$ cat config.mk
export PLATFORM = sky130hd
export DESIGN_NAME = cv32e40p_rf_wb_arbiter
export DESIGN_NICKNAME = d
export VERILOG_FILES = /design/src/rtl/cv32e40p_pkg.sv /design/src/rtl/cv32e40p_rf_wb_fifo.sv /design/src/rtl/cv32e40p_rf_wb_arbiter.sv
export SDC_FILE = /design/constraint.sdc
export NUM_CORES = 1
export LEC_CHECK = 0
export BUFFER_PORTS_ARGS = -buffer_cell sky130_fd_sc_hd__buf_2
export CORE_ASPECT_RATIO = 1.5
export CORE_MARGIN = 2
export CORE_UTILIZATION = 55
export CTS_BUF_LIST = sky130_fd_sc_hd__clkbuf_8
export CTS_CLUSTER_DIAMETER = 50
export DETAILED_ROUTE_END_ITERATION = 12
export PLACE_DENSITY = 0.87
export REMOVE_ABC_BUFFERS = 1
export SLEW_MARGIN = 25
export SYNTH_ARGS = -nofsm -noshare
export SYNTH_HDL_FRONTEND = slang
export SYNTH_HIERARCHICAL = 1
export SYNTH_SLANG_ARGS = --single-unit
$ cat constraint.sdc
create_clock -name clk -period 16.25 [get_ports clk]
set_clock_uncertainty 0.1 [all_clocks]
set_input_delay 0 -clock clk [delete_from_list [all_inputs] [get_ports clk]]
set_output_delay 0 -clock clk [all_outputs]
set_load 0.02 [all_outputs]
$ cat src/rtl/cv32e40p_pkg.sv
// Shared types and limits for the register-file write-back arbiter and its FIFO.
package cv32e40p_pkg;

    localparam int WB_MAX_ENQ    = 2;
    localparam int WB_MAX_DEQ    = 2;
    localparam int WB_ADDR_WIDTH = 5;
    localparam int WB_DATA_WIDTH = 32;

    // Layout of one queued write in the default configuration.
    typedef struct packed {
        logic [WB_ADDR_WIDTH-1:0] addr;
        logic [WB_DATA_WIDTH-1:0] data;
    } wb_entry_t;

endpackage

$ cat src/rtl/cv32e40p_rf_wb_fifo.sv
// DEPTH-entry circular FIFO with two enqueue and two dequeue slots per cycle.
// Exposes the two oldest entries and a per-entry valid/address view for hazard decode.
module cv32e40p_rf_wb_fifo
    import cv32e40p_pkg::*;
#(
    parameter int ADDR_WIDTH = 5,
    parameter int DATA_WIDTH = 32,
    parameter int DEPTH      = 4,
    localparam int PTR_W     = $clog2(DEPTH),
    localparam int CNT_W     = PTR_W + 1
) (
    input  logic                        clk,
    input  logic                        rst_n,
    input  logic [1:0]                  i_enq_n,
    input  logic [ADDR_WIDTH-1:0]       i_enq_addr_0,
    input  logic [DATA_WIDTH-1:0]       i_enq_data_0,
    input  logic [ADDR_WIDTH-1:0]       i_enq_addr_1,
    input  logic [DATA_WIDTH-1:0]       i_enq_data_1,
    input  logic [1:0]                  i_deq_n,
    output logic [CNT_W-1:0]            o_count,
    output logic [ADDR_WIDTH-1:0]       o_head_addr_0,
    output logic [DATA_WIDTH-1:0]       o_head_data_0,
    output logic [ADDR_WIDTH-1:0]       o_head_addr_1,
    output logic [DATA_WIDTH-1:0]       o_head_data_1,
    output logic [DEPTH-1:0]            o_entry_valid,
    output logic [DEPTH*ADDR_WIDTH-1:0] o_entry_addr
);

    logic [PTR_W-1:0]      r_rd_ptr;
    logic [PTR_W-1:0]      r_wr_ptr;
    logic [CNT_W-1:0]      r_count;
    logic [ADDR_WIDTH-1:0] r_addr [DEPTH];
    logic [DATA_WIDTH-1:0] r_data [DEPTH];
    logic [PTR_W-1:0]      w_wr_ptr_1;
    logic [PTR_W-1:0]      w_rd_ptr_1;
    logic [PTR_W-1:0]      w_offset;

    assign w_wr_ptr_1 = r_wr_ptr + PTR_W'(1);
    assign w_rd_ptr_1 = r_rd_ptr + PTR_W'(1);

    // NOTE: state registers use non-blocking assignments so every flop samples pre-edge values.
    always_ff @(posedge clk or negedge rst_n) begin
        if (!rst_n) begin
            r_rd_ptr <= '0;
            r_wr_ptr <= '0;
            r_count  <= '0;
        end else begin
            r_rd_ptr <= r_rd_ptr + PTR_W'(i_deq_n);
            r_wr_ptr <= r_wr_ptr + PTR_W'(i_enq_n);
            r_count  <= r_count + CNT_W'(i_enq_n) - CNT_W'(i_deq_n);
        end
    end

    // NOTE: payload storage is deliberately not reset; validity comes only from the count.
    always_ff @(posedge clk) begin
        if (i_enq_n != 2'd0) begin
            r_addr[r_wr_ptr] <= i_enq_addr_0;
            r_data[r_wr_ptr] <= i_enq_data_0;
        end
        if (i_enq_n == 2'(WB_MAX_ENQ)) begin
            r_addr[w_wr_ptr_1] <= i_enq_addr_1;
            r_data[w_wr_ptr_1] <= i_enq_data_1;
        end
    end

    assign o_count       = r_count;
    assign o_head_addr_0 = r_addr[r_rd_ptr];
    assign o_head_data_0 = r_data[r_rd_ptr];
    assign o_head_addr_1 = r_addr[w_rd_ptr_1];
    assign o_head_data_1 = r_data[w_rd_ptr_1];

    // An entry is live when its distance from the read pointer is below the count.
    always_comb begin
        w_offset      = '0;
        o_entry_valid = '0;
        o_entry_addr  = '0;
        for (int i = 0; i < DEPTH; i++) begin
            w_offset         = PTR_W'(i) - r_rd_ptr;
            o_entry_valid[i] = {1'b0, w_offset} < r_count;
            o_entry_addr[i*ADDR_WIDTH +: ADDR_WIDTH] = r_addr[i];
        end
    end

endmodule

$ cat src/rtl/cv32e40p_rf_wb_arbiter.sv
// Round-robin collector of producer results feeding the two RF write ports through an in-order FIFO.
// Optional CV32E40P_WB_BYPASS_EN: results granted into an empty FIFO are written in the same cycle.
module cv32e40p_rf_wb_arbiter
    import cv32e40p_pkg::*;
#(
    parameter int ADDR_WIDTH = 5,
    parameter int DATA_WIDTH = 32,
    parameter int NUM_SRC    = 3,
    parameter int DEPTH      = 4
) (
    input  logic                          clk,
    input  logic                          rst_n,
    input  logic [NUM_SRC-1:0]            src_valid_i,
    output logic [NUM_SRC-1:0]            src_ready_o,
    input  logic [NUM_SRC*ADDR_WIDTH-1:0] src_addr_i,
    input  logic [NUM_SRC*DATA_WIDTH-1:0] src_data_i,
    output logic [ADDR_WIDTH-1:0]         waddr_a_o,
    output logic [DATA_WIDTH-1:0]         wdata_a_o,
    output logic                          we_a_o,
    output logic [ADDR_WIDTH-1:0]         waddr_b_o,
    output logic [DATA_WIDTH-1:0]         wdata_b_o,
    output logic                          we_b_o,
    output logic [2**ADDR_WIDTH-1:0]      pending_o
);

    localparam int CNT_W = $clog2(DEPTH) + 1;
    localparam int RR_W  = $clog2(NUM_SRC);

    logic [RR_W-1:0]            r_rr;
    logic [RR_W-1:0]            w_rr_next;
    logic [NUM_SRC-1:0]         w_grant;
    logic [1:0]                 w_n_grant;
    logic [1:0]                 w_max_grant;
    logic [CNT_W-1:0]           w_free;
    logic [1:0]                 w_n_cmt;
    logic [ADDR_WIDTH-1:0]      w_cmt_addr [WB_MAX_ENQ];
    logic [DATA_WIDTH-1:0]      w_cmt_data [WB_MAX_ENQ];
    logic [1:0]                 w_enq_n;
    logic [1:0]                 w_deq_n;
    logic                       w_bypass;
    logic [CNT_W-1:0]           w_count;
    logic [ADDR_WIDTH-1:0]      w_head_addr_0;
    logic [DATA_WIDTH-1:0]      w_head_data_0;
    logic [ADDR_WIDTH-1:0]      w_head_addr_1;
    logic [DATA_WIDTH-1:0]      w_head_data_1;
    logic [DEPTH-1:0]           w_entry_valid;
    logic [DEPTH*ADDR_WIDTH-1:0] w_entry_addr;

    assign w_free      = CNT_W'(DEPTH) - w_count;
    assign w_max_grant = (w_free >= CNT_W'(WB_MAX_ENQ)) ? 2'(WB_MAX_ENQ) : w_free[1:0];

    // Grants are issued oldest-first from the rr pointer; x0 targets are acked but dropped.
    // NOTE: every combinational output gets a default first, so no path can infer a latch.
    always_comb begin
        int idx;
        w_grant   = '0;
        w_n_grant = '0;
        w_n_cmt   = '0;
        w_rr_next = r_rr;
        for (int j = 0; j < WB_MAX_ENQ; j++) begin
            w_cmt_addr[j] = '0;
            w_cmt_data[j] = '0;
        end
        for (int k = 0; k < NUM_SRC; k++) begin
            idx = int'(r_rr) + k;
            if (idx >= NUM_SRC) idx = idx - NUM_SRC;
            if (rst_n && src_valid_i[idx] && (w_n_grant < w_max_grant)) begin
                w_grant[idx] = 1'b1;
                w_n_grant    = w_n_grant + 2'd1;
                w_rr_next    = (idx == NUM_SRC - 1) ? '0 : RR_W'(idx + 1);
                if (src_addr_i[idx*ADDR_WIDTH +: ADDR_WIDTH] != '0) begin
                    w_cmt_addr[w_n_cmt[0]] = src_addr_i[idx*ADDR_WIDTH +: ADDR_WIDTH];
                    w_cmt_data[w_n_cmt[0]] = src_data_i[idx*DATA_WIDTH +: DATA_WIDTH];
                    w_n_cmt                = w_n_cmt + 2'd1;
                end
            end
        end
    end

    assign src_ready_o = w_grant;

`ifdef CV32E40P_WB_BYPASS_EN
    assign w_bypass = (w_count == '0);
`else
    assign w_bypass = 1'b0;
`endif

    assign w_enq_n = w_bypass ? 2'd0 : w_n_cmt;
    assign w_deq_n = (w_count >= CNT_W'(WB_MAX_DEQ)) ? 2'(WB_MAX_DEQ) : w_count[1:0];

    always_ff @(posedge clk or negedge rst_n) begin
        if (!rst_n) begin
            r_rr <= '0;
        end else if (w_n_grant != 2'd0) begin
            r_rr <= w_rr_next;
        end
    end

    cv32e40p_rf_wb_fifo #(
        .ADDR_WIDTH (ADDR_WIDTH),
        .DATA_WIDTH (DATA_WIDTH),
        .DEPTH      (DEPTH)
    ) u_fifo (
        .clk           (clk),
        .rst_n         (rst_n),
        .i_enq_n       (w_enq_n),
        .i_enq_addr_0  (w_cmt_addr[0]),
        .i_enq_data_0  (w_cmt_data[0]),
        .i_enq_addr_1  (w_cmt_addr[1]),
        .i_enq_data_1  (w_cmt_data[1]),
        .i_deq_n       (w_deq_n),
        .o_count       (w_count),
        .o_head_addr_0 (w_head_addr_0),
        .o_head_data_0 (w_head_data_0),
        .o_head_addr_1 (w_head_addr_1),
        .o_head_data_1 (w_head_data_1),
        .o_entry_valid (w_entry_valid),
        .o_entry_addr  (w_entry_addr)
    );

    // Port B always carries the younger entry so same-address pairs resolve in order.
    always_comb begin
        we_a_o    = 1'b0;
        waddr_a_o = '0;
        wdata_a_o = '0;
        we_b_o    = 1'b0;
        waddr_b_o = '0;
        wdata_b_o = '0;
        if (w_bypass) begin
            if (w_n_cmt >= 2'd1) begin
                we_a_o    = 1'b1;
                waddr_a_o = w_cmt_addr[0];
                wdata_a_o = w_cmt_data[0];
            end
            if (w_n_cmt == 2'd2) begin
                we_b_o    = 1'b1;
                waddr_b_o = w_cmt_addr[1];
                wdata_b_o = w_cmt_data[1];
            end
        end else begin
            if (w_count >= CNT_W'(1)) begin
                we_a_o    = 1'b1;
                waddr_a_o = w_head_addr_0;
                wdata_a_o = w_head_data_0;
            end
            if (w_count >= CNT_W'(2)) begin
                we_b_o    = 1'b1;
                waddr_b_o = w_head_addr_1;
                wdata_b_o = w_head_data_1;
            end
        end
    end

    always_comb begin
        pending_o = '0;
        for (int i = 0; i < DEPTH; i++) begin
            if (w_entry_valid[i]) pending_o[w_entry_addr[i*ADDR_WIDTH +: ADDR_WIDTH]] = 1'b1;
        end
    end

endmodule

==> results.json, run 1 <==
{
  "status": "finished clean",
  "grt_max_degree": 87,
  "crit_slowest_cell": "a21o_2",
  "place.gp.congestion": 0.967,
  "worst_slack_ns": 8.59,
  "dp.cells": 1908,
  "cts_setup_buffers": 0,
  "critPathRequiredTime_ns": 16.24,
  "drv_slew": 0,
  "synth_area_leaders": "edfxtp_1, mux2i_1, mux4_2",
  "tns_ns": 0,
  "syn_avg_cell_area_um2": 10.8,
  "remaining_drc_errors": 0,
  "port_buffers": 226,
  "clockBufferDepth": 2,
  "hold_viol_final": 0,
  "internal_power_mw": 2.17,
  "period_minus_slack_ns": 7.66,
  "grt_pass1_wl_um": 70800,
  "path_buf_inv": 3,
  "combPwrFrac_pct": 69.6,
  "critPathCaptureType": "flop",
  "cts_resized": 0,
  "vias": 13200,
  "fin_crit_sh_pct": 47.2,
  "dr.pass1.iters": 6,
  "track_usage_pct": 30.6,
  "antenna_found_initial": 1,
  "clockPowerShare_pct": 7.8,
  "critPathTopFamily": "simple AND/OR/NAND/NOR gates",
  "dp_hpwl_um": 31800,
  "layout_commonest_cell": "buf_2",
  "cp.arrival_ns": 7.65,
  "maxCapViolations": 0,
  "wire_per_inst_um": 23.9,
  "critPathLaunchType": "flop",
  "wirelength_um": 46500,
  "dieHeight_um": 210,
  "max_stage_delay_ns": 0.92,
  "fmax_ghz": 0.131,
  "synth.top_cell.area_share_pct": 28.6,
  "core_mm2": 0.0279,
  "grt_pass1_vias": 12900,
  "synth_cell_types": 76,
  "slew_headroom_pct": 27.1,
  "synth.cell_area_mm2": 0.0155,
  "boundaryPins": 227,
  "first_iter_violations": 1312,
  "irDropWorstVdd_mv": 0.106,
  "cts_tree": "done",
  "min_path_type": "input port to flop",
  "swShare_pct": 47.8,
  "fin_cells": 1949,
  "yosys_register_bits": 157,
  "clkTransAtPathRegs_ns": 0.09,
  "placementRows": 75,
  "nets": 1728,
  "antenna_left": 0,
  "p_leak_nw": 6.80,
  "yosys_warnings": 6,
  "synthToLayoutAreaGrowth_pct": 10.1,
  "yosys_most_used_dff": "edfxtp_1",
  "initial_core_util_pct": 55.7,
  "yosysTopAreaCell": "edfxtp_1",
  "critPathMaxFanout": 44,
  "worst_pin_slew_ns": 1.09,
  "cts_root_buf": "clkbuf_8",
  "yosysSeqAreaShare_pct": 30.1,
  "rsz0062_at_grt": "no",
  "dp_slack_ns": 8.52,
  "path_cells": "inv_1 -> ha_4 -> buf_4 -> mux2i_1 -> a2bb2oi_2 -> or2_0 -> inv_1 -> ha_1 -> ha_1 -> o41ai_1 -> nand4b_1 -> a41oi_2 -> o21ai_4 -> xor2_1 -> nor2b_4 -> and3b_4 -> a21o_2",
  "path_class": "flop to flop",
  "grt_overflow": 0,
  "p_per_area_mw_per_mm2": 243,
  "seqPwrFrac_pct": 22.6,
  "fill_cells": 2197,
  "via_per_inst": 6.80,
  "clkLatencyLatePin_ns": 0.47,
  "die_x_um": 141,
  "synth_edf_count": 148,
  "drive_gt1_share_pct": 34.3,
  "die-area_mm2": 0.0296,
  "htreeDepth": 4,
  "clock_sinks": 157,
  "synthArstFlopShare_pct": 5.73,
  "numCtsBuffers": 17,
  "finalSetupViolations": 0,
  "layout_common_cells": "buf_2, mux2i_1, edfxtp_1, nand2_1, nor2_1",
  "holdBufCountCts": 2,
  "p_sw_mw": 1.98,
  "synthCells": 1445
}
[cells by family after synthesis]
logic type / after synthesis / share of synthesized area, %
AO/OA/AOI/OAI: 260 / 11.6
XOR/XNOR: 11 / 0.620
adder cells (fa/ha/maj): 26 / 2.24
buffers and inverters: 145 / 5.66
flip-flops: 157 / 30.1
multiplexers: 407 / 35.5
other: 2 / 0.0483
AND/OR/NAND/NOR: 437 / 14.3
[stage by stage]
stage          hold WS, ns  util (%)  area, um2  total power [mW]
2_1_floorplan       -0.396         -      14700              3.02
3_3_place_gp        -0.185      59.4      16600              3.66
3_5_place_dp        -0.184      59.5      16600              3.76
4_1_cts              0.200      61.1      17000              4.08
5_1_grt              0.294      61.3      17100              4.37
6_report             0.232      61.4      17100              4.15
[power by group through the flow]
stage,Clock (mW),Combinational [mW],Sequential [mW]
6_report,0.322,2.89,0.939
5_1_grt,0.338,3.07,0.957
4_1_cts,0.324,2.83,0.927
3_5_place_dp,0,2.82,0.936
3_3_place_gp,0,2.74,0.915
2_1_floorplan,0,2.11,0.913
[metal layers]
metal / vias to the layer above / GRT usage [%] / part of all wire (%)
met5: - / 0 / 0.019
met4: 2 / 18.2 / 6.1
met3: 191 / 4.06 / 7.7
met2: 834 / 53.3 / 51
met1: 6408 / 35.8 / 36
li1: 5810 / - / -
[worst min-delay path, cell delays in order]
cell and delay, ns:
buf_2 0.10, nand2_1 0.04, o21ai_0 0.07, a32oi_1 0.05, mux2i_1 0.25, mux2_1 0.18
[worst paths after layout]
kind	cells after the start	end	startpoint	slack [ns]
min in group asynchronous	3	u_fifo/r_rd_ptr[0]	rst_n	0.57
max reg2reg	17	u_fifo/r_data[2][1]	r_rr[0]	8.59
min reg2reg	2	u_fifo/o_count[2]	u_fifo/o_count[2]	0.67
max	17	u_fifo/r_data[2][1]	r_rr[0]	8.59
min	6	u_fifo/r_data[2][20]	src_data_i[52]	0.23
max in group asynchronous	3	u_fifo/r_rd_ptr[1]	rst_n	15.11
[synthesized netlist by cell type, types with 4 or more instances]
library cell	n
mux2i_1	182
edfxtp_1	148
nand2_1	128
nor2_1	96
mux2_4	89
mux4_2	74
o21ai_0	67
mux2_2	56
a21oi_1	55
nand3_1	48
clkbuf_1	46
buf_2	45
and2_1	42
nor2b_1	39
a32oi_1	33
ha_1	23
inv_1	18
a22oi_1	16
o221ai_1	15
a221o_1	14
o22ai_1	14
buf_6	13
nor3b_1	12
o2bb2ai_1	11
or2_2	11
nand3b_1	10
dfrtp_1	9
or3b_2	9
and3_1	8
and3b_1	7
buf_12	7
buf_4	6
mux2_1	6
o211ai_1	6
xnor2_1	6
or3_1	5
xor2_1	5
buf_1	4
buf_8	4
nor3_1	4
o31ai_1	4
[registers in the layout, summed over array words and instances, names as in the netlist]
signal           flops
u_fifo/r_rd_ptr      2
u_fifo/o_count       3
u_fifo/r_data      128
u_fifo/r_wr_ptr      2
u_fifo/r_addr       20
r_rr                 2
[layout make-up]
class                      instances  area [um2]  area share [%]
inverter                          20        75.1           0.439
clock buffer                      17         234            1.37
multi-input combinational       1143       10100            59.2
tap                              346         433            2.53
clock inverter                    15         198            1.16
timing repair buffer             247        1350            7.91
sequential                       157        4680            27.3
antenna                            4        10.0          0.0585
Power figures use the tool's default switching activity.
==> inputs of run 2 (changes only) <==
PLACE_DENSITY = 0.9   (was 0.87)
clock period = 6.3 ns   (was 16.25 ns; I/O delays follow)
==> run 2 against run 1 <==
The run now ends with design-rule violations left. Sequential power rose to 2.6 times the previous value. Global-route usage grew 1.7 points. Flip-flop and latch count unchanged. Setup slack worse by 8.3 ns. Largest power group unchanged. Total power rose to 2.7 times the previous value. Count of clock-buffer cells in the layout stayed put. Via count up 3.5%. Non-clock buffer count increased by 16. First-iteration DRC count increased by 21%.
==> results.json, run 2 (synthesis gave the netlist of run 1 again) <==
{
  "status": "finished with violations",
  "violations": "design-rule violations",
  "critPathLaunchType": "flop",
  "first_iter_violations": 1582,
  "max_stage_delay_ns": 0.57,
  "dieHeight_um": 210,
  "clkTransAtPathRegs_ns": 0.08,
  "vias": 13700,
  "path_buf_inv": 3,
  "tns_ns": 0,
  "cp.arrival_ns": 6.03,
  "via_per_inst": 6.98,
  "slew_headroom_pct": 26.6,
  "ff_latch_area_mm2": 0.00468,
  "dr.pass1.iters": 12,
  "layout_commonest_cell": "buf_2",
  "placed_area_mm2": 0.0168,
  "remaining_drc_errors": 2,
  "antenna_left": 0,
  "cts_tree": "done",
  "die_x_um": 141,
  "path_class": "flop to flop",
  "hold_viol_final": 0,
  "grt_pass1_wl_um": 74500,
  "cts_setup_buffers": 0,
  "fill_cells": 2114,
  "largest_reg_flops": 128,
  "worst_r2r_path_depth": 16,
  "worst_hold_startpoint": "src_data_i[43]",
  "clockBufferDepth": 2,
  "grt_overflow": 0,
  "nets": 1744,
  "largest-register": "u_fifo/r_data",
  "cts_root_buf": "clkbuf_8",
  "numCtsBuffers": 17,
  "clock_sinks": 157,
  "min_path_cells": 6,
  "dp.cells": 1927,
  "htreeDepth": 4,
  "maxCapViolations": 0,
  "critPathMaxFanout": 30,
  "p_total_mw": 11.0,
  "path_cells": "inv_1 -> ha_4 -> mux2i_1 -> o21ai_1 -> o211a_2 -> inv_2 -> ha_1 -> o41ai_1 -> nand4b_1 -> a41oi_2 -> o21ai_4 -> xor2_1 -> nor2b_4 -> and3b_2 -> a21o_2 -> buf_12",
  "grt_max_degree": 67,
  "wirelength_um": 49200,
  "irDropWorstVdd_mv": 0.336,
  "drive_gt1_share_pct": 34.9,
  "period_minus_slack_ns": 5.97,
  "critPathTopFamily": "compound AO/OA/AOI/OAI gates",
  "p_per_area_mw_per_mm2": 639,
  "place.gp.congestion": 0.963,
  "drv_slew": 0,
  "crit_slowest_cell": "ha_4",
  "min_path_type": "input port to flop",
  "final_area_mm2": 0.0173,
  "core_mm2": 0.0279,
  "timing.rr.start": "r_rr[1]",
  "fin_cells": 1963,
  "clkLatencyLatePin_ns": 0.46,
  "multi_input_area_mm2": 0.0101,
  "hold_ws_ns": 0.256,
  "worst_pin_slew_ns": 1.10,
  "die-area_mm2": 0.0296,
  "fmax_ghz": 0.168,
  "rr_endpoint": "u_fifo/r_addr[2][1]",
  "rsz0062_at_grt": "no",
  "finalSetupViolations": 0,
  "track_usage_pct": 32.3,
  "placementRows": 75,
  "initial_core_util_pct": 55.7,
  "fin_crit_sh_pct": 94.7,
  "critPathRequiredTime_ns": 6.36,
  "p_leak_nw": 6.90,
  "dp_hpwl_um": 34500,
  "antenna_found_initial": 0,
  "wire_per_inst_um": 25.1,
  "port_buffers": 226,
  "grt_pass1_vias": 13700,
  "boundaryPins": 227,
  "synthToLayoutAreaGrowth_pct": 11.1,
  "critPathCaptureType": "flop",
  "timing.reg2reg.setup_slack_ns": 0.33,
  "hold_path_end": "u_fifo/r_data[3][11]",
  "layout_common_cells": "buf_2, mux2i_1, edfxtp_1, nand2_1, nor2_1"
}
run 2: power by group:
group          total (mW)  internal (mW)  switching (mW)
Clock               0.885          0.505           0.381
Sequential           2.44           1.94           0.504
Combinational        7.69           3.26            4.43
run 2: worst reg2reg max path, delay by kind of cell (launching register included):
family | cells | cell delay, ns
fa+ha+maj | 2 | 0.92
flops | 1 | 0.48
compound gates | 6 | 1.99
mux | 1 | 0.16
simple gates | 3 | 1.05
buf+inv | 3 | 0.53
xor+xnor | 1 | 0.41
run 2: cell type report:
cell class,count,share of cell area (%)
clock inverters,15,1.32
inverters,20,0.435
repair buffers,263,8.60
clock buffers,17,1.36
diodes,2,0.0290
flip-flops and latches,157,27.1
multi-input cells,1143,58.7
well taps,346,2.51
run 2: metrics by stage:
step,worst slack (ns),utilization [%]
after floorplan,-7.18,-
after global placement,0.726,60.1
after detailed placement,0.478,60.2
after CTS,0.455,61.9
after global routing,0.0535,61.9
final,0.332,61.9
run 2: worst max-delay path by stage:
stage            start                    to  slack (ns)  cells past startpoint
2_1_floorplan  r_rr[0]   u_fifo/r_addr[0][0]       -7.18                     18
6_report       r_rr[1]   u_fifo/r_addr[2][1]        0.33                     16
4_1_cts        r_rr[1]   u_fifo/r_addr[2][1]        0.45                     16
5_1_grt        r_rr[1]   u_fifo/r_addr[2][1]        0.05                     16
3_3_place_gp   r_rr[1]  u_fifo/r_data[2][22]        0.73                     17
3_5_place_dp   r_rr[1]   u_fifo/r_addr[2][1]        0.48                     16
run 2: per-layer routing:
layer	vias to the layer above	track usage (%)	wire length [um]
met4	0	20.4	3160
met3	239	4.72	3890
met2	939	57.0	25200
met5	-	0	0
li1	5849	-	-
met1	6675	36.4	16900
run 2: what timing repair did:
| item | 4_1_cts | 5_1_grt |
|---|---|---|
| hold endpoints to repair | 9 | 0 |
| hold buffers | 2 | 0 |
| resized for setup | 0 | 0 |
==> inputs of run 3 (changes only) <==
CELL_PAD_IN_SITES_DETAIL_PLACEMENT = 0   (was unset)
CELL_PAD_IN_SITES_GLOBAL_PLACEMENT = 1   (was unset)
CORE_UTILIZATION = 43   (was 55)
==> run 3 against run 2 <==
The run now ends clean. Sequential share of layout area shrank 0.13 points. Hold slack lost 0.014 ns. First-iteration DRC count shrank 24%. Via count shrank 4.0%. Global-route usage shrank 6.7 points. Utilization shrank 13 points. Flip-flop and latch count is the same. Routed wire length grew 1.3%. Total power shrank 1.4%. Sequential power is essentially flat. Setup slack lost 0.0053 ns. Critical path type unchanged.
==> results.json, run 3 (synthesis gave the netlist of run 1 again) <==
{
  "maxCapViolations": 0,
  "path_buf_inv": 3,
  "combPwrFrac_pct": 70.8,
  "path_class": "flop to flop",
  "dr.pass1.iters": 7,
  "layout_common_cells": "buf_2, mux2i_1, edfxtp_1, nand2_1, nor2_1",
  "swShare_pct": 49.6,
  "period_minus_slack_ns": 5.97,
  "post-route-util_pct": 48.5,
  "hold_viol_final": 0,
  "vias": 13200,
  "largest_reg_flops": 128,
  "initial_core_util_pct": 43.5,
  "status": "finished clean",
  "core_mm2": 0.0357,
  "place.gp.congestion": 0.937,
  "cts_root_buf": "clkbuf_8",
  "drv_slew": 0,
  "p_per_area_mw_per_mm2": 627,
  "die-area_mm2": 0.0377,
  "remaining_drc_errors": 0,
  "dp.cells": 2058,
  "fill_cells": 3281,
  "antenna_left": 0,
  "grt_pass1_wl_um": 76000,
  "fin_cells": 2095,
  "numCtsBuffers": 17,
  "dieHeight_um": 237,
  "drive_gt1_share_pct": 35.2,
  "p_leak_nw": 6.86,
  "min_path_type": "input port to flop",
  "slew_headroom_pct": 30.9,
  "die_x_um": 159,
  "finalSetupViolations": 0,
  "wirelength_um": 49900,
  "max_stage_delay_ns": 0.47,
  "htreeDepth": 4,
  "path_cells": "inv_1 -> ha_4 -> nand3_1 -> o21ai_1 -> o211a_2 -> inv_2 -> ha_1 -> o41ai_1 -> nand4b_1 -> a41oi_2 -> o21ai_4 -> xor2_1 -> nor2b_4 -> and3b_2 -> buf_12 -> mux2_2",
  "seqPwrFrac_pct": 22.2,
  "internal_power_mw": 5.48,
  "boundaryPins": 227,
  "crit_slowest_cell": "dfrtp_1",
  "irDropWorstVdd_mv": 0.300,
  "clock_sinks": 157,
  "worst_slack_ns": 0.327,
  "clockBufferDepth": 2,
  "worst_pin_slew_ns": 1.04,
  "critPathCaptureType": "flop",
  "grt_overflow": 0,
  "first_iter_violations": 1207,
  "antenna_found_initial": 3,
  "largest-register": "u_fifo/r_data",
  "clockPowerShare_pct": 6.9,
  "clkTransAtPathRegs_ns": 0.11,
  "dp_slack_ns": 0.520,
  "cts_tree": "done",
  "critPathTopFamily": "compound AO/OA/AOI/OAI gates",
  "dp_hpwl_um": 36100,
  "port_buffers": 226,
  "clkLatencyLatePin_ns": 0.46,
  "synthToLayoutAreaGrowth_pct": 11.6,
  "grt_max_degree": 68,
  "rsz0062_at_grt": "no",
  "layout_commonest_cell": "buf_2",
  "fmax_ghz": 0.167,
  "p_total_mw": 10.9,
  "cts_resized": 0,
  "critPathRequiredTime_ns": 6.40,
  "nets": 1743,
  "via_per_inst": 6.28,
  "placementRows": 85,
  "p_sw_mw": 5.39,
  "critPathMaxFanout": 34,
  "grt_pass1_vias": 13500,
  "critPathLaunchType": "flop",
  "fin_crit_sh_pct": 94.8,
  "track_usage_pct": 25.6,
  "wire_per_inst_um": 23.8,
  "cp.arrival_ns": 6.07
}
==> run 3: cell types whose count changed in the layout (fill, tap and decap cells not counted), moves of 2 or more <==
cell | before | now
clkinv_1 | 2 | 0
bufinv_16 | 6 | 0
inv_1 | 21 | 18
clkinv_8 | 0 | 4
inv_6 | 1 | 3
inv_8 | 0 | 5
==> run 3: layout make-up <==
type	count	area (um2)	share of cell area [%]
timing repair buffer	262	1460	8.42
tap	478	598	3.45
clock buffer	17	234	1.35
clock inverter	15	169	0.974
inverter	20	75.1	0.433
antenna	3	7.51	0.0433
sequential	157	4680	27.0
multi-input combinational	1143	10100	58.4
==> run 3: worst paths after layout <==
path                            slack, ns  depth (start not counted)               start                    to
worst max-delay path                 0.33                         16             r_rr[1]   u_fifo/r_addr[3][2]
worst min-delay path                 0.24                          6      src_data_i[43]  u_fifo/r_data[1][11]
worst max register to register       0.33                         16             r_rr[1]   u_fifo/r_addr[3][2]
worst min register to register       0.75                          1  u_fifo/r_wr_ptr[1]    u_fifo/r_wr_ptr[1]
max in group asynchronous            4.97                          3               rst_n    u_fifo/r_rd_ptr[1]
min in group asynchronous            0.65                          3               rst_n               r_rr[0]
==> run 3: per-layer routing <==
metal / up-vias / global-route usage (%) / part of all wire [%]
met5: - / 0 / 0
met2: 615 / 47.8 / 53
met3: 155 / 2.94 / 5.7
met4: 0 / 15.0 / 5.6
li1: 5852 / - / -
met1: 6531 / 27.8 / 36
==> run 3: stage by stage <==
step	hold WS, ns	cell area [um2]	TNS, ns
2_1_floorplan	-0.396	14700	-1839.36
3_3_place_gp	-0.166	16900	0
3_5_place_dp	-0.164	16900	0
4_1_cts	0.227	17300	0
5_1_grt	0.291	17300	0
6_report	0.242	17300	0
==> run 3: power groups by stage <==
stage,logic (mW),registers [mW],clock network (mW)
2_1_floorplan,5.44,2.36,0
3_3_place_gp,7.46,2.37,0
3_5_place_dp,7.62,2.43,0
4_1_cts,7.65,2.40,0.761
5_1_grt,8.15,2.46,0.800
6_report,7.70,2.41,0.754
==> run 3: what timing repair did <==
action,in CTS,in global routing
hold buffers,2,0
buffers inserted,0,0
endpoints found under the hold margin,9,0
==> run 3: worst min-delay path, delay by kind of cell <==
family / cells / cell delay [ns]
AO/OA/AOI/OAI: 2 / 0.11
AND/OR/NAND/NOR: 1 / 0.05
buffers and inverters: 1 / 0.10
multiplexers: 2 / 0.45
